$ cat config.mk
export PLATFORM = sky130hd
export DESIGN_NAME = pdu_mb_flat
export DESIGN_NICKNAME = d
export VERILOG_FILES = /design/src/rtl/pdu_mb_if.sv /design/src/rtl/pdu_mb.sv /design/src/flat_wrapper.sv
export SDC_FILE = /design/constraint.sdc
export NUM_CORES = 1
export LEC_CHECK = 0
export ABC_AREA = 0
export BUFFER_PORTS_ARGS = -buffer_cell sky130_fd_sc_hd__buf_2
export CORE_MARGIN = 2
export CORE_UTILIZATION = 55
export CTS_CLUSTER_DIAMETER = 80
export DETAILED_ROUTE_END_ITERATION = 10
export GPL_TIMING_DRIVEN = 0
export PLACE_DENSITY = 0.77
export SKIP_CTS_REPAIR_TIMING = 1
export SYNTH_ARGS = -nofsm -noshare
export SYNTH_HDL_FRONTEND = slang
export SYNTH_SLANG_ARGS = --single-unit
$ cat constraint.sdc
create_clock -name clk -period 9.1 [get_ports clk]
set_clock_uncertainty 0.2 [all_clocks]
set_input_delay 1.82 -clock clk [delete_from_list [all_inputs] [get_ports clk]]
set_output_delay 1.82 -clock clk [all_outputs]
set_load 0.03 [all_outputs]
$ cat src/rtl/pdu_mb_if.sv
// pdu_mb_if: CPU memory-mapped I/O and debug-read bus between the CPU (master) and pdu_mb (slave)
interface pdu_mb_if;
  logic [7:0] io_addr;
  logic [31:0] io_dout;
  logic io_we;
  logic io_rd;
  logic [31:0] io_din;
  logic [7:0] dm_rf_addr;
  logic [31:0] rf_data;
  logic [31:0] dm_data;
  logic [31:0] pc;
  modport master(
    output io_addr, io_dout, io_we, io_rd, rf_data, dm_data, pc,
    input io_din, dm_rf_addr
  );
  modport slave(
    input io_addr, io_dout, io_we, io_rd, rf_data, dm_data, pc,
    output io_din, dm_rf_addr
  );
endinterface

$ cat src/rtl/pdu_mb.sv
// pdu_mb: program debug unit - CPU run control, breakpoints, polled key FIFO, MMIO decode and display select
module pdu_mb #(
  parameter int NUM_BRK = 4,
  parameter int IN_DEPTH = 8,
  parameter int CNT_W = 16,
  parameter logic [7:0] IO_LED = 8'h00,
  parameter logic [7:0] IO_SW = 8'h04,
  parameter logic [7:0] IO_POL_OUT = 8'h08,
  parameter logic [7:0] IO_POL_OUT_VLD = 8'h0C,
  parameter logic [7:0] IO_POL_IN = 8'h10,
  parameter logic [7:0] IO_POL_IN_VLD = 8'h14,
  parameter logic [7:0] IO_STAT = 8'h18
) (
  input logic clk,
  input logic rst,
  input logic step,
  input logic cont,
  input logic run_n,
  input logic chk,
  input logic ent,
  input logic brk_set,
  input logic brk_clr,
  input logic key_evt,
  input logic [31:0] key_data,
  input logic [15:0] hd,
  output logic cpu_en,
  output logic pause,
  output logic [15:0] led,
  output logic [31:0] disp_data,
  pdu_mb_if.slave bus
);
  localparam int BW = $clog2(NUM_BRK);
  localparam int AW = $clog2(IN_DEPTH);
  localparam logic [1:0] PAUSE = 2'd0;
  localparam logic [1:0] STEP = 2'd1;
  localparam logic [1:0] CONT = 2'd2;
  localparam logic [1:0] RUNN = 2'd3;
  localparam logic [1:0] SEL_KEY = 2'd0;
  localparam logic [1:0] SEL_PC = 2'd1;
  localparam logic [1:0] SEL_RF = 2'd2;
  localparam logic [1:0] SEL_DM = 2'd3;

  logic [1:0] mode_q, mode_d;
  logic [CNT_W-1:0] cnt_q, cnt_d;
  logic skip_q, skip_d;
  logic [31:0] brk_q [NUM_BRK];
  logic [NUM_BRK-1:0] en_q;
  logic [1:0] sel_q;
  logic [31:0] fifo_q [IN_DEPTH];
  logic [AW-1:0] wp_q, rp_q;
  logic [AW:0] count_q;
  logic ovf_q;
  logic out_vld_q;
  logic [31:0] out_q;
  logic [15:0] led_q;
  logic [NUM_BRK-1:0] match;
  logic hit, run_cyc, paused, empty, full, push, pop, push_ok, stat_rd;
  logic [CNT_W-1:0] n_req;
  logic [31:0] stat;

  for (genvar i = 0; i < NUM_BRK; i++) begin : g_match
    assign match[i] = en_q[i] & (brk_q[i] == bus.pc);
  end

  assign hit = !skip_q & |match;
  assign paused = mode_q == PAUSE;
  // CONT and RUNN share bit 1; a hit suppresses the breakpointed instruction
  assign run_cyc = (mode_q == STEP) | (mode_q[1] & !hit);
  assign cpu_en = run_cyc & !rst;
  assign pause = paused;
  assign n_req = key_data[CNT_W-1:0];

  always_comb begin
    mode_d = mode_q;
    cnt_d = cnt_q;
    skip_d = run_cyc ? 1'b0 : skip_q;
    if (paused) begin
      if (step) begin
        mode_d = STEP;
        skip_d = 1'b1;
      end else if (run_n) begin
        if (n_req != '0) begin
          mode_d = RUNN;
          cnt_d = n_req;
          skip_d = 1'b1;
        end
      end else if (cont) begin
        mode_d = CONT;
        skip_d = 1'b1;
      end
    end else if (mode_q == STEP || hit) begin
      mode_d = PAUSE;
    end else if (mode_q == RUNN) begin
      cnt_d = cnt_q - CNT_W'(1);
      mode_d = cnt_q == CNT_W'(1) ? PAUSE : RUNN;
    end
  end

  assign empty = count_q == '0;
  assign full = count_q == (AW+1)'(IN_DEPTH);
  assign push = ent & !paused;
  assign pop = bus.io_rd & (bus.io_addr == IO_POL_IN) & !empty;
  assign push_ok = push & (!full | pop);
  assign stat_rd = bus.io_rd & (bus.io_addr == IO_STAT);

  always_ff @(posedge clk or posedge rst) begin
    if (rst) begin
      mode_q <= PAUSE;
      cnt_q <= '0;
      skip_q <= 1'b0;
      en_q <= '0;
      for (int k = 0; k < NUM_BRK; k++) brk_q[k] <= '1;
      sel_q <= SEL_KEY;
      wp_q <= '0;
      rp_q <= '0;
      count_q <= '0;
      ovf_q <= 1'b0;
      out_vld_q <= 1'b0;
      out_q <= '0;
      led_q <= '0;
    end else begin
      mode_q <= mode_d;
      cnt_q <= cnt_d;
      skip_q <= skip_d;
      if (paused & brk_clr) begin
        en_q <= '0;
      end else if (paused & brk_set) begin
        brk_q[hd[BW-1:0]] <= key_data;
        en_q[hd[BW-1:0]] <= 1'b1;
      end
      if (paused & chk) sel_q <= key_data[15:14] == 2'b00 ? key_data[13:12] : SEL_KEY;
      if (push_ok) wp_q <= wp_q + AW'(1);
      if (pop) rp_q <= rp_q + AW'(1);
      count_q <= count_q + (AW+1)'(push_ok) - (AW+1)'(pop);
      ovf_q <= (push & !push_ok) | (ovf_q & !stat_rd);
      if (bus.io_we && bus.io_addr == IO_POL_OUT) begin
        out_q <= bus.io_dout;
        out_vld_q <= 1'b1;
      end else if (key_evt) begin
        out_vld_q <= 1'b0;
      end
      if (bus.io_we && bus.io_addr == IO_LED) led_q <= bus.io_dout[15:0];
    end
  end

  always_ff @(posedge clk) begin
    if (push_ok) fifo_q[wp_q] <= key_data;
  end

  assign led = paused ? key_data[15:0] : led_q;
  assign bus.dm_rf_addr = key_data[7:0];
  assign disp_data = sel_q == SEL_PC ? bus.pc :
                     sel_q == SEL_RF ? bus.rf_data :
                     sel_q == SEL_DM ? bus.dm_data :
                     (out_vld_q && bus.io_addr == IO_POL_OUT) ? out_q : key_data;
  assign stat = 32'({count_q, ovf_q, mode_q});
  assign bus.io_din = bus.io_addr == IO_SW ? {16'b0, hd} :
                      bus.io_addr == IO_POL_IN ? (empty ? '0 : fifo_q[rp_q]) :
                      bus.io_addr == IO_POL_IN_VLD ? {31'b0, !empty} :
                      bus.io_addr == IO_POL_OUT_VLD ? {31'b0, out_vld_q} :
                      bus.io_addr == IO_STAT ? stat : '0;
endmodule

$ cat src/flat_wrapper.sv
// flat-port wrapper written by rule: the top's interface ports become plain ports
module pdu_mb_flat 
#(
  parameter int NUM_BRK = 4,
  parameter int IN_DEPTH = 8,
  parameter int CNT_W = 16,
  parameter logic [7:0] IO_LED = 8'h00,
  parameter logic [7:0] IO_SW = 8'h04,
  parameter logic [7:0] IO_POL_OUT = 8'h08,
  parameter logic [7:0] IO_POL_OUT_VLD = 8'h0C,
  parameter logic [7:0] IO_POL_IN = 8'h10,
  parameter logic [7:0] IO_POL_IN_VLD = 8'h14,
  parameter logic [7:0] IO_STAT = 8'h18
)
  (clk, rst, step, cont, run_n, chk, ent, brk_set, brk_clr, key_evt, key_data, hd, cpu_en, pause, led, disp_data, bus_io_addr, bus_io_dout, bus_io_we, bus_io_rd, bus_rf_data, bus_dm_data, bus_pc, bus_io_din, bus_dm_rf_addr);
  pdu_mb_if bus_i ();
  input logic clk;
  input logic rst;
  input logic step;
  input logic cont;
  input logic run_n;
  input logic chk;
  input logic ent;
  input logic brk_set;
  input logic brk_clr;
  input logic key_evt;
  input logic [31:0] key_data;
  input logic [15:0] hd;
  output logic cpu_en;
  output logic pause;
  output logic [15:0] led;
  output logic [31:0] disp_data;
  input wire logic [$bits(bus_i.io_addr)-1:0] bus_io_addr;
  input wire logic [$bits(bus_i.io_dout)-1:0] bus_io_dout;
  input wire logic [$bits(bus_i.io_we)-1:0] bus_io_we;
  input wire logic [$bits(bus_i.io_rd)-1:0] bus_io_rd;
  input wire logic [$bits(bus_i.rf_data)-1:0] bus_rf_data;
  input wire logic [$bits(bus_i.dm_data)-1:0] bus_dm_data;
  input wire logic [$bits(bus_i.pc)-1:0] bus_pc;
  output wire logic [$bits(bus_i.io_din)-1:0] bus_io_din;
  output wire logic [$bits(bus_i.dm_rf_addr)-1:0] bus_dm_rf_addr;
  assign bus_i.io_addr = bus_io_addr;
  assign bus_i.io_dout = bus_io_dout;
  assign bus_i.io_we = bus_io_we;
  assign bus_i.io_rd = bus_io_rd;
  assign bus_i.rf_data = bus_rf_data;
  assign bus_i.dm_data = bus_dm_data;
  assign bus_i.pc = bus_pc;
  assign bus_io_din = bus_i.io_din;
  assign bus_dm_rf_addr = bus_i.dm_rf_addr;
  pdu_mb #(.NUM_BRK(NUM_BRK), .IN_DEPTH(IN_DEPTH), .CNT_W(CNT_W), .IO_LED(IO_LED), .IO_SW(IO_SW), .IO_POL_OUT(IO_POL_OUT), .IO_POL_OUT_VLD(IO_POL_OUT_VLD), .IO_POL_IN(IO_POL_IN), .IO_POL_IN_VLD(IO_POL_IN_VLD), .IO_STAT(IO_STAT)) u_core (.clk(clk), .rst(rst), .step(step), .cont(cont), .run_n(run_n), .chk(chk), .ent(ent), .brk_set(brk_set), .brk_clr(brk_clr), .key_evt(key_evt), .key_data(key_data), .hd(hd), .cpu_en(cpu_en), .pause(pause), .led(led), .disp_data(disp_data), .bus(bus_i));
endmodule
==> impl_results.md <==
* Die height at roughly 200 um
* Cell Area, Synth at about 22000 um2
* Cts bufs inserted at between 40 and 50
* Proportion of synthesized area in mux cells at between 20% and 30%
* Worst Path Max Fanout at 10
* Setup-failing EPs final at 0
* F_max at about 150 MHz
* Slew @ Worst Pin at around 1.3 ns
* Critical Path Max Stage Delay at about 0.54 ns
* Ports at roughly 290
* Setup crit end kind: output pin
* Via density per instance at 6.132
* Sequential Power Share at between 50% and 60%
* Syn Area/Cell at 15.36 um2
* FF+latch count, synth at ~470
* Netlist cell types at 65
* Fin. Hold Viols at 0
* Shortest period the worst path allows at roughly 6.5 ns
* Register area at 13180 um2
* Final period utilization at a little under three quarters
* Port bufs at around 250
* Psw at around 1400 uW
* Initial Utilization at roughly 56%
* Layout cells sized above 1 at between 40% and 50%
* Setup CP Type: input pin to output pin
* Core box area at between 30000 and 40000 um2
* DIE AREA at ~41000 um2
* First drt pass iteration count at 6
* Dominant synthesized flop cell: edfxtp_1
* Power Total at just over 5000 uW
* First-pass GRT wire length at about 90000 um
* Seq/Total Area, Yosys at 60.77%
* Die width at between 200 and 250 um
* Sw Ratio at 26.42%
* Root Buffer: clkbuf_16
* Ys async rst share at 45.42%
* Total Routing Usage GR at between 20 and 30%
* Post-Synth Simple-Gate Area at under 10%
* Hpwl dp at approximately 43000 um
* Layout net count at roughly 1.9k
* Logic gate share of total power at 14.9%
* Pwr dens at between 200 and 250 nW/um2
* Clock network fraction of total power at between 30% and 40%
* Crit-path cells: buf_2 > nor4_2 > nand3_1 > buf_2 > mux2_1 > mux4_2 > buf_2
* Filler Cell Count at between 2k and 3k
* Final instance area at 25330 um2
* Antenna violations before repair at 2
* Warnings from Yosys at 0
* Detail Route Antenna Nets at 0
* CP Launch Type: input pin
* Post-synth EDFFs at 256
* Hold Crit Class: flop to flop
* P&R area growth vs syn at 16.81%
* Final RePlAce weighted congestion at a little over 0.9
* Pint at between 3000 and 4000 uW
* Clock Path Buffers at 3
* Area fraction in compound gates after synthesis at around 2.8%
* Synthesized Nets at around 1.6k
* Final Max Tran Viols at 0
* Max-cap violations at 0
* Post-Synth XOR/XNOR Area at 5.210%
* Routed wire per std cell at 26.39 um
* Rows at roughly 70
* DRC viols at 0
* 1st-iter DRT viols at around 1.1k
* Clk_lat worst skew at 0.57 ns
* Clock sink count at 469
* Worst slew margin at a little over an eighth
* Slowest-stage cell, CP: nor4_2
* CTS tree: built
* Routed vias at roughly 14k
* WP data arrival at 4.50 ns
* Total grt overflow at 0
* Cells after Synth at 1412
* Status: complete, no violations
* Most frequent cell on the critical path: buf_2
* Largest family of logic cells by synthesized area: multiplexers
* Vias in the first global route at 14.51k
* Setup TNS at 0 ns
* Multi-input gate area at ~8000 um2
* Leak at 0.009942 uW
* Cell Area, Placed at roughly 24000 um2
* Largest net degree at the start of global routing at roughly 110
* Adder-cell share of the synthesized area at 0.6693%
* Worst-path clk slew at 0.06 ns
* Total Wirelength at 60230 um
* RSZ-0062 raised after global routing: no
* # H-tree levels at 2
* CP required at 7.08 ns
* Peak VDD IR at around 0.00014 V
## worst max-delay path: cells and delay by family
kind	cells	cell delay, ns
buffers and inverters	3	0.74
muxes	2	0.86
and+or+nand+nor	2	1.06
## metrics by stage
step	hold WS (ns)	utilization (%)	std cells	setup slack, ns
floorplan	0.2406	-	1412	1.469
global placement	0.2603	60.77	2182	-1.037
detailed placement	0.2772	61.57	2196	2.629
CTS	0.2919	65.23	2281	2.625
global route	0.3125	65.24	2282	2.558
finish	0.2977	65.24	2282	2.584
## metal layers
layer | vias up | global-route usage (%) | wire [um]
met2 | 646 | 49.06 | 29530
met4 | 2 | 13.14 | 2788
met1 | 7248 | 39.02 | 23710
li1 | 5936 | - | -
met5 | - | 0 | 13
met3 | 162 | 4.414 | 4185
## registers in the layout, indices dropped and copies added (netlist names), 3 cells and up
name and cells:
u_core.out_q 32, u_core.brk_q 128, u_core.en_q 4, u_core.rp_q 3, u_core.wp_q 3, u_core.fifo_q 256, u_core.led_q 16, u_core.count_q 4
u_core.cnt_q 16
## final timing paths
check	start	to	slack, ns	cells after the start
max in group asynchronous	rst	u_core.brk_q[24]	6.43	3
hold / removal	u_core.en_q[1]	u_core.en_q[1]	0.30	2
setup reg to reg	u_core.mode_q[1]	u_core.fifo_q[0][16]	5.15	9
hold reg to reg	u_core.en_q[1]	u_core.en_q[1]	0.30	2
setup / recovery	bus_io_addr[4]	disp_data[18]	2.58	7
min in group asynchronous	rst	u_core.led_q[13]	1.19	2
## cells in the final DEF, fill, tap and decap left out, types with 5 or more instances in the layout
| master | instances |
|---|---|
| a21oi_1 | 18 |
| a32o_1 | 6 |
| buf_1 | 11 |
| buf_2 | 290 |
| buf_4 | 8 |
| buf_6 | 9 |
| clkbuf_1 | 55 |
| clkbuf_16 | 47 |
| clkbuf_8 | 5 |
| clkinv_1 | 7 |
| clkinv_2 | 6 |
| dfrtp_1 | 85 |
| dfstp_2 | 128 |
| edfxtp_1 | 256 |
| ha_1 | 10 |
| inv_1 | 24 |
| mux2_1 | 7 |
| mux2_2 | 203 |
| mux2i_1 | 32 |
| mux4_2 | 96 |
| nand2_1 | 93 |
| nand2b_1 | 6 |
| nand3_1 | 17 |
| nand4_1 | 16 |
| nor2_1 | 46 |
| nor2_4 | 7 |
| nor3_1 | 14 |
| nor4_1 | 24 |
| o2111ai_1 | 6 |
| o21ai_0 | 25 |
| o31ai_1 | 5 |
| or3_1 | 6 |
| xnor2_1 | 60 |
| xor2_1 | 69 |
## cell type report
type	count	share of cell area, %
buffer	101	1.882
tap	518	2.559
inverter	26	0.4149
timing repair buffer	266	5.962
clock buffer	69	5.167
multi-input combinational	816	31.54
sequential	469	52.02
antenna	1	0.009879
clock inverter	16	0.4446
## power groups by stage
stage          Combinational, uW  Clock, uW  Sequential [uW]
6_report                     767       1810             2590
3_5_place_dp                 764          0             2620
4_1_cts                      770       1830             2580
5_1_grt                      826       1910             2600
2_1_floorplan                454          0             2600
3_3_place_gp                 674          0             2620
## cells by family (layout without fill, tap and decap cells)
| group | after synthesis | count (layout) |
|---|---|---|
| multiplexers | 338 | 338 |
| AND/OR/NAND/NOR | 250 | 250 |
| buffers and inverters | 127 | 478 |
| XOR/XNOR | 129 | 129 |
| AO/OA/AOI/OAI | 88 | 88 |
| flip-flops | 469 | 469 |
| other | 0 | 1 |
| adder cells (fa/ha/maj) | 11 | 11 |
## cell usage after synthesis (all sizes together) (32+ instances only)
cell type | instances | area, um2
edfxtp | 256 | 7687
mux2 | 210 | 2365
dfstp | 128 | 3363
mux4 | 96 | 2162
nand2 | 94 | 355.3
dfrtp | 85 | 2127
xor2 | 69 | 604.3
xnor2 | 60 | 525.5
buf | 59 | 314.0
nor2 | 53 | 206.5
clkbuf | 42 | 162.7
mux2i | 32 | 320.3
Power figures use the tool's default switching activity.
